`config.mk`:
```
export PLATFORM = sky130hd
export DESIGN_NAME = vector_instr_queue_flat
export DESIGN_NICKNAME = d
export VERILOG_FILES = /design/src/rtl/vector_dispatch_pkg.sv /design/src/rtl/vector_instr_queue_if.sv /design/src/rtl/vector_queue_ptr.sv /design/src/rtl/vector_instr_queue.sv /design/src/flat_wrapper.sv
export SDC_FILE = /design/constraint.sdc
export NUM_CORES = 1
export LEC_CHECK = 0
export CAP_MARGIN = 20
export CORE_ASPECT_RATIO = 1.5
export CORE_MARGIN = 2
export CORE_UTILIZATION = 48
export CTS_CLUSTER_DIAMETER = 200
export DETAILED_ROUTE_END_ITERATION = 8
export PLACE_DENSITY = 0.73
export SYNTH_ARGS = -nofsm -noshare
export SYNTH_HDL_FRONTEND = slang
export SYNTH_SLANG_ARGS = --single-unit
```
`constraint.sdc`:
```
create_clock -name clk -period 7.2 [get_ports clk]
set_clock_uncertainty 0.1 [all_clocks]
set_input_delay 0.72 -clock clk [delete_from_list [all_inputs] [get_ports clk]]
set_output_delay 0.72 -clock clk [all_outputs]
set_load 0.05 [all_outputs]
```
`src/rtl/vector_dispatch_pkg.sv`:
```
// Shared constants and the vector-config decode used by the instruction queue and the dispatch SEW register.
package vector_dispatch_pkg;

  localparam int DEF_DATA_FROM_SCALAR = 96;
  localparam int DEF_INSTRUCTION_BITS = 32;

  localparam logic [6:0] OPCODE_V     = 7'b1010111;
  localparam logic [2:0] FUNCT3_OPCFG = 3'b111;

  // vsetvli / vsetivli / vsetvl all live in OP-V with funct3 = 111.
  function automatic logic is_vcfg(input logic [DEF_INSTRUCTION_BITS-1:0] instr);
    return (instr[6:0] == OPCODE_V) && (instr[14:12] == FUNCT3_OPCFG);
  endfunction

endpackage

```
`src/rtl/vector_instr_queue_if.sv`:
```
// Scalar-issue / vector-dispatch port bundle of the vector instruction queue.
interface vector_instr_queue_if
  import vector_dispatch_pkg::*;
#(
  parameter int DATA_FROM_SCALAR = DEF_DATA_FROM_SCALAR,
  parameter int DEPTH            = 4
);
  localparam int CW = $clog2(DEPTH) + 1;

  // Handshakes: a push transfers on a cycle where push && ready && !flush; a pop
  // transfers where pop && valid_fifo && !flush. ready and (in the default build)
  // valid_fifo depend only on registered queue state; flush wins over both.
  logic                        push;
  logic [DATA_FROM_SCALAR-1:0] instruction_in;
  logic                        ready;
  logic                        flush;
  logic                        pop;
  logic                        valid_fifo;
  logic [DATA_FROM_SCALAR-1:0] instruction_out;
  logic [CW-1:0]               count;
  logic                        cfg_pending;

  modport master (
    output push, instruction_in, flush, pop,
    input  ready, valid_fifo, instruction_out, count, cfg_pending
  );

  modport slave (
    input  push, instruction_in, flush, pop,
    output ready, valid_fifo, instruction_out, count, cfg_pending
  );

endinterface

```
`src/rtl/vector_queue_ptr.sv`:
```
// Wrapping FIFO pointer: synchronous active-low reset, clear, and increment modulo 2**W.
module vector_queue_ptr #(
  parameter int W = 2
) (
  input  logic         clk,
  input  logic         rst_n,
  input  logic         clr,
  input  logic         inc,
  output logic [W-1:0] ptr
);

  always_ff @(posedge clk) begin
    if (!rst_n || clr) begin
      ptr <= '0;
    end else if (inc) begin
      ptr <= ptr + W'(1);
    end
  end

endmodule

```
`src/rtl/vector_instr_queue.sv`:
```
// Elastic FIFO from the scalar vector-issue port to vector dispatch, with a vector-config pending flag.
// Optional same-cycle empty-queue bypass is enabled by defining VIQ_BYPASS_EN.
module vector_instr_queue
  import vector_dispatch_pkg::*;
#(
  parameter int DATA_FROM_SCALAR = DEF_DATA_FROM_SCALAR,
  parameter int INSTRUCTION_BITS = DEF_INSTRUCTION_BITS,
  parameter int DEPTH            = 4
) (
  input  logic                 clk,
  input  logic                 rst_n,
  vector_instr_queue_if.slave  q
);

  localparam int PW = $clog2(DEPTH);
  localparam int CW = PW + 1;

  logic [DATA_FROM_SCALAR-1:0] mem [DEPTH];
  logic [DEPTH-1:0]            flag;
  logic [PW-1:0]               wr_ptr;
  logic [PW-1:0]               rd_ptr;
  logic [CW-1:0]               cnt;

  logic                        full;
  logic                        empty;
  logic                        valid;
  logic                        push_acc;
  logic                        pop_acc;
  logic                        wr_en;
  logic                        rd_en;
  logic                        in_cfg;
  logic [INSTRUCTION_BITS-1:0] in_instr;

  assign in_instr = q.instruction_in[DATA_FROM_SCALAR-INSTRUCTION_BITS +: INSTRUCTION_BITS];
  assign in_cfg   = is_vcfg(in_instr);

  // Full/empty come from the occupancy counter, so pointer equality is never ambiguous.
  assign full     = (cnt == CW'(DEPTH));
  assign empty    = (cnt == '0);

  assign push_acc = q.push && !full && !q.flush;
  assign pop_acc  = q.pop && valid && !q.flush;

`ifdef VIQ_BYPASS_EN
  logic bypass;

  // An empty queue forwards the incoming packet; with a same-cycle pop it never lands in storage.
  assign bypass            = empty && push_acc && q.pop;
  assign valid             = !empty || push_acc;
  assign q.instruction_out = empty ? q.instruction_in : mem[rd_ptr];
  assign q.cfg_pending     = (|flag) || (empty && push_acc && in_cfg);
  assign wr_en             = push_acc && !bypass;
  assign rd_en             = pop_acc && !bypass;
`else
  assign valid             = !empty;
  assign q.instruction_out = mem[rd_ptr];
  assign q.cfg_pending     = |flag;
  assign wr_en             = push_acc;
  assign rd_en             = pop_acc;
`endif

  assign q.ready      = !full;
  assign q.valid_fifo = valid;
  assign q.count      = cnt;

  vector_queue_ptr #(.W(PW)) u_wr_ptr (
    .clk   (clk),
    .rst_n (rst_n),
    .clr   (q.flush),
    .inc   (wr_en),
    .ptr   (wr_ptr)
  );

  vector_queue_ptr #(.W(PW)) u_rd_ptr (
    .clk   (clk),
    .rst_n (rst_n),
    .clr   (q.flush),
    .inc   (rd_en),
    .ptr   (rd_ptr)
  );

  always_ff @(posedge clk) begin
    if (!rst_n || q.flush) begin
      cnt <= '0;
    end else if (wr_en && !rd_en) begin
      cnt <= cnt + CW'(1);
    end else if (!wr_en && rd_en) begin
      cnt <= cnt - CW'(1);
    end
  end

  // Flags of free slots are always zero, so OR-ing every flag covers exactly the valid entries.
  always_ff @(posedge clk) begin
    if (!rst_n || q.flush) begin
      flag <= '0;
    end else begin
      if (rd_en) flag[rd_ptr] <= 1'b0;
      if (wr_en) flag[wr_ptr] <= in_cfg;
    end
  end

  always_ff @(posedge clk) begin
    if (wr_en) mem[wr_ptr] <= q.instruction_in;
  end

endmodule
```
`src/flat_wrapper.sv`:
```
// flat-port wrapper written by rule: the top's interface ports become plain ports
module vector_instr_queue_flat import vector_dispatch_pkg::*;
#(
  parameter int DATA_FROM_SCALAR = DEF_DATA_FROM_SCALAR,
  parameter int INSTRUCTION_BITS = DEF_INSTRUCTION_BITS,
  parameter int DEPTH            = 4
)
  (clk, rst_n, q_push, q_instruction_in, q_flush, q_pop, q_ready, q_valid_fifo, q_instruction_out, q_count, q_cfg_pending);
  vector_instr_queue_if #(.DATA_FROM_SCALAR(DATA_FROM_SCALAR), .DEPTH(DEPTH)) q_i ();
  input  logic clk;
  input  logic rst_n;
  input wire logic [$bits(q_i.push)-1:0] q_push;
  input wire logic [$bits(q_i.instruction_in)-1:0] q_instruction_in;
  input wire logic [$bits(q_i.flush)-1:0] q_flush;
  input wire logic [$bits(q_i.pop)-1:0] q_pop;
  output wire logic [$bits(q_i.ready)-1:0] q_ready;
  output wire logic [$bits(q_i.valid_fifo)-1:0] q_valid_fifo;
  output wire logic [$bits(q_i.instruction_out)-1:0] q_instruction_out;
  output wire logic [$bits(q_i.count)-1:0] q_count;
  output wire logic [$bits(q_i.cfg_pending)-1:0] q_cfg_pending;
  assign q_i.push = q_push;
  assign q_i.instruction_in = q_instruction_in;
  assign q_i.flush = q_flush;
  assign q_i.pop = q_pop;
  assign q_ready = q_i.ready;
  assign q_valid_fifo = q_i.valid_fifo;
  assign q_instruction_out = q_i.instruction_out;
  assign q_count = q_i.count;
  assign q_cfg_pending = q_i.cfg_pending;
  vector_instr_queue #(.DATA_FROM_SCALAR(DATA_FROM_SCALAR), .INSTRUCTION_BITS(INSTRUCTION_BITS), .DEPTH(DEPTH)) u_core (.clk(clk), .rst_n(rst_n), .q(q_i));
endmodule
```
# Word-level counts from Yosys, hierarchy flattened
# Memories as Yosys holds them, arrays and structs flattened. A register that Yosys moved wholly into a read port is not among the register bits.
# Index checks and enable logic that the tools add are counted.
# W data, S select, Z words.
[word_totals]
register_bits = 11
out_inout_bits = 102
inputBits = 101
memories = 1
mem_bits_rw = 384
wordCells = 51
[classes]
addsub = 4
eq_ne = 3
reduce_logical = 19
n_bitwise = 2
n_mux = 14
magnitude_cmp = 4
[memory_table]
columns = ["name", "depth", "width", "read_ports", "rd_ports_with_merged_regs", "write_ports", "line_no", "text"]
rows = [
  ["u_core.mem", 4, 96, 1, 1, 1, "vector_instr_queue.sv:18", "logic [DATA_FROM_SCALAR-1:0] mem [DEPTH];"],
]
[op_table]
columns = ["op", "count"]
rows = [
  ["$mux W4", 3],
  ["$logic_and A1 B1 Y1", 9],
  ["$eq A7 B7 Y1 const B", 1],
  ["$eq A3 B3 Y1 const B", 2],
  ["$logic_not A1 Y1", 6],
  ["$lt A2 B3 Y1 const B", 2],
  ["$mux W3", 2],
  ["$add A2 B1 Y2 const B", 2],
  ["$and A4 B4 Y4", 1],
  ["$bwmux W4", 1],
  ["$demux W1 S2", 2],
  ["$ge A2 B1 Y1 const B", 2],
  ["$mux W1", 4],
  ["$mux W2", 2],
  ["$not A4 Y4", 1],
  ["$reduce_or A4 Y1", 1],
  ["$add A3 B1 Y3 const B", 1],
  ["$logic_not A3 Y1", 1],
  ["$sub A3 B1 Y3 const B", 1],
  ["$reduce_bool A2 Y1", 1],
  ["$logic_or A1 B1 Y1", 1],
]

# Logic depth before layout (Yosys ltp)
[depth]
ltp_word = 10
ltp_mapped = 9
ltp_nobuf = 8

# By module
# Synthesis repeated with hierarchy kept, for this count alone.
[hier_totals]
hier_cells = 571
area_unflattened_um2 = 14497.7
[modules_own_cells]
columns = ["module", "area_per_inst_um2", "instances", "cells_each"]
rows = [
  ["vector_instr_queue", 14327.5, 1, 555],
  ["vector_queue_ptr", 85.1, 2, 8],
]

# Worst setup path after synthesis
# No wires, ideal clock.
[synth_timing]
path_kind = "flip-flop to flip-flop"
start = "register u_core.cnt[0], in the netlist u_core.q.count[0]"
end = "memory u_core.mem[0][0] (netlist bit) (enable)"
synth_period_minus_slack_ns = 5.776
path_slack_ns = 1.424
t_arrival_ns = 5.125
stages_incl_launch_ff = 4
required_time_ns = 6.549
path_buffers = 1
cell_sequence = "dfxtp_1 > nor3b_4 > buf_4 > nor2_1"
[synth_via]
elab_chain_len = 6
[synth_rtl]
columns = ["item", "line_no", "text"]
rows = [
  ["from (decl)", "vector_instr_queue.sv:22", "logic [CW-1:0] cnt;"],
  ["from (signal assigned)", "vector_instr_queue.sv:86", "cnt <= cnt + CW'(1);"],
  ["from (signal assigned)", "vector_instr_queue.sv:88", "cnt <= cnt - CW'(1);"],
  ["$eq A3 B3 Y1", "vector_instr_queue.sv:38", "assign full = (cnt == CW'(DEPTH));"],
  ["$logic_not A1 Y1", "vector_instr_queue.sv:41", "assign push_acc = q.push && !full && !q.flush;"],
  ["$logic_and A1 B1 Y1 (2 in series)", "vector_instr_queue.sv:41", ""],
  ["$mux W1", "vector_instr_queue.sv:103", "if (wr_en) mem[wr_ptr] <= q.instruction_in;"],
  ["$mux W1 (not written as such)", "vector_instr_queue.sv:103", ""],
  ["to (decl)", "vector_instr_queue.sv:18", ""],
]
# Every way passes these cells.

==> run metrics <==
RSZ-0062 raised after global routing=no; WL met1=10300 microns; global route overflow=0; Wirelength per Cell=22.0 microns; minimum clock period=4120 ps; clk_lat worst skew=between 500 and 600 ps; Non-Filler Instances=1251; die height=218 microns; first-pass GRT wire length=41100 microns; CP Data Arrival Time=3300 ps; CTS H-Tree Depth=2; total CTS buffers=37; I/O Buffers=202; layout cells sized above 1=20.0%; max cap viols=0; number of DRC markers in iteration 0=around 360; drt first pass iters=4; clk buf depth=3; Pleak=5.75 nW; YS warnings=0; syn_nets=705; GRT Overall Usage=around 17%; post-route setup TNS=0 ps; Worst Hold Class=register to register; die area=0.0320 sq mm; Core ar.=0.0302 sq mm; clock slew at reported path FFs=roughly 60 ps; final hold violations=0; Synth area leaders=edfxtp_1 79%, mux4_2 15%, dfxtp_1 1.8%, ha_1 0.77%, buf_6 0.38%; pins over their slew limit=0; max layer used=met5; area post-placement=0.0171 sq mm; dpl cells=1180; Layout area overhead=25.6%; met3 WL post-DR=1480 microns; Seq/Total Area, Yosys=80.4%; status=complete, no violations; CP Capture Type=output port; crit-path max FO=50; Crit Path Category=register to output port; utilization after layout=61.0%; Post-CTS Resized=0; hold_buf cts=0; final period utilization=57.2%; Total Wirelength=between 20000 and 30000 microns; critical-path cell list=buf_4 > mux4_2 > clkdlybuf4s50_1; peak supply drop=196 uV; via count=6655; DP HPWL=16600 microns; Slew Limit Headroom=35.5%; ANT nets after route=0; largest stage delay on the critical path=850 ps; Initial Util=48.6%; Sink Count=397; synthesized instance count=approximately 590; commonest cells after routing, fill and taps aside=384 x edfxtp_1, 202 x clkdlybuf4s50_1, 96 x mux4_2; Max Fclk=0.243 GHz; final instance area=0.0184 sq mm; # DRC=0; area share of the largest cell type after synthesis=78.6%; met2 wire length=15000 microns; Worst EP required=6380 ps; Yosys cell types=34; crit path buf inv count=2; antenna violations before repair=5; slowest CP cell=clkdlybuf4s50_1; nets@finish=930; FF+latch count, synth=397; I/O Pins=203; most common cell after layout, fill and taps aside=edfxtp_1; FP Rows=78; Synth Cell Area=about 0.015 sq mm; average size of a mapped cell=24.7 sq um; root buffer cell=clkbuf_16; area leader, netlist=edfxtp_1; post-CTS setup buffer count=0; Pwr Density=roughly 270 mW/mm^2; # setup viols final=0; Die X=147 microns; largest net degree at the start of global routing=72; via density per instance=about 5.3; CP Launch Type=register; Crit path max-delay family=buffers and inverters; CTS tree=yes; Placer Congestion=0.726; Slew @ Worst Pin=965 ps; vias in the first global route=6950
-- final timing paths --
check                                      start  slack [ps]                           to  cells after the start
setup / recovery                        register        3080        q_instruction_out[84]                      3
hold / removal         u_core.flag[2]$_SDFF_PP0_         390    u_core.flag[2]$_SDFF_PP0_                      2
setup reg to reg  u_core.q.count[0]$_SDFFE_PP0P_        4530  u_core.mem[1][19]$_DFFE_PP_                      3
hold reg to reg        u_core.flag[2]$_SDFF_PP0_         390    u_core.flag[2]$_SDFF_PP0_                      2
-- Yosys cell counts --
cell type  number
a21oi_1         3
clkbuf_1        7
or4b_1          1
buf_4           1
nor3_1          1
nor2b_1         1
inv_1          11
edfxtp_1      384
fa_1            1
nand3b_1        4
mux2i_1         2
mux4_2         96
o31ai_1         4
xor2_1          2
or4_1           1
xnor2_1         1
nand4_1         1
nand2b_1        2
buf_6           5
or3_1           5
buf_12          1
ha_1            9
buf_2          11
a21o_1          1
dfxtp_1        13
nand3_1         1
o22ai_1         4
or3b_2          1
nor2_1         10
or2_2           1
o31ai_4         1
nand4b_1        1
nor3b_4         1
o21ai_0         6
-- state kept, by name (all words and copies together), names as in the netlist, named ones only --
signal / flops
u_core.flag: 4
u_core.mem: 384
u_core.q.count: 3
u_core.u_rd_ptr.ptr: 2
u_core.u_wr_ptr.ptr: 2
-- where the power goes --
part	leakage, nW	internal (mW)	total (mW)	switching, mW
clock	0.615	1.19	1.99	0.793
sequential	3.59	2.57	2.59	0.0121
combinational	1.54	0.153	0.373	0.220
-- cells by family (layout without fill, tap and decap cells) --
| logic type | count (synthesis) | in the layout | synth area share, % |
|---|---|---|---|
| compound gates | 19 | 19 | 0.879 |
| fa+ha+maj | 10 | 10 | 0.905 |
| simple gates | 31 | 31 | 1.32 |
| flops | 397 | 397 | 80.4 |
| buf+inv | 36 | 290 | 1.41 |
| other cells | 0 | 3 | 0 |
| xor+xnor | 3 | 3 | 0.179 |
| mux | 98 | 98 | 14.9 |
-- metal layers --
layer | track usage (%) | vias to the layer above
met5 | 0 | -
met4 | 5.83 | 4
met3 | 3.85 | 48
met2 | 30.3 | 174
met1 | 20.8 | 3447
li1 | - | 2982
-- layout make-up --
type / count / area (sq um)
Clock buffer: 49 / 1030
Multi-Input combinational cell: 161 / 2690
Sequential cell: 397 / 11800
Timing Repair Buffer: 211 / 2110
Antenna cell: 3 / 7.51
Fill cell: 2065 / 11700
Tap cell: 400 / 500
Clock inverter: 19 / 220
Inverter: 11 / 41.3
-- through the flow --
stage                     worst slack, ps  total power [mW]  hold slack, ps
after CTS                            2970              5.00             386
after global routing                 2940              5.09             429
final                                3080              4.94             392
after floorplan                      1420              2.85             362
after detailed placement             3550              3.01             377
after global placement               3530              3.00             374
-- worst reg2reg max path: cells and delay by family (launching register included) --
| family | cells | cell delay (ps) |
|---|---|---|
| flip-flops | 1 | 540 |
| buffers and inverters | 1 | 650 |
| AND/OR/NAND/NOR | 2 | 970 |
No activity file was read; power rests on OpenSTA's default activity.
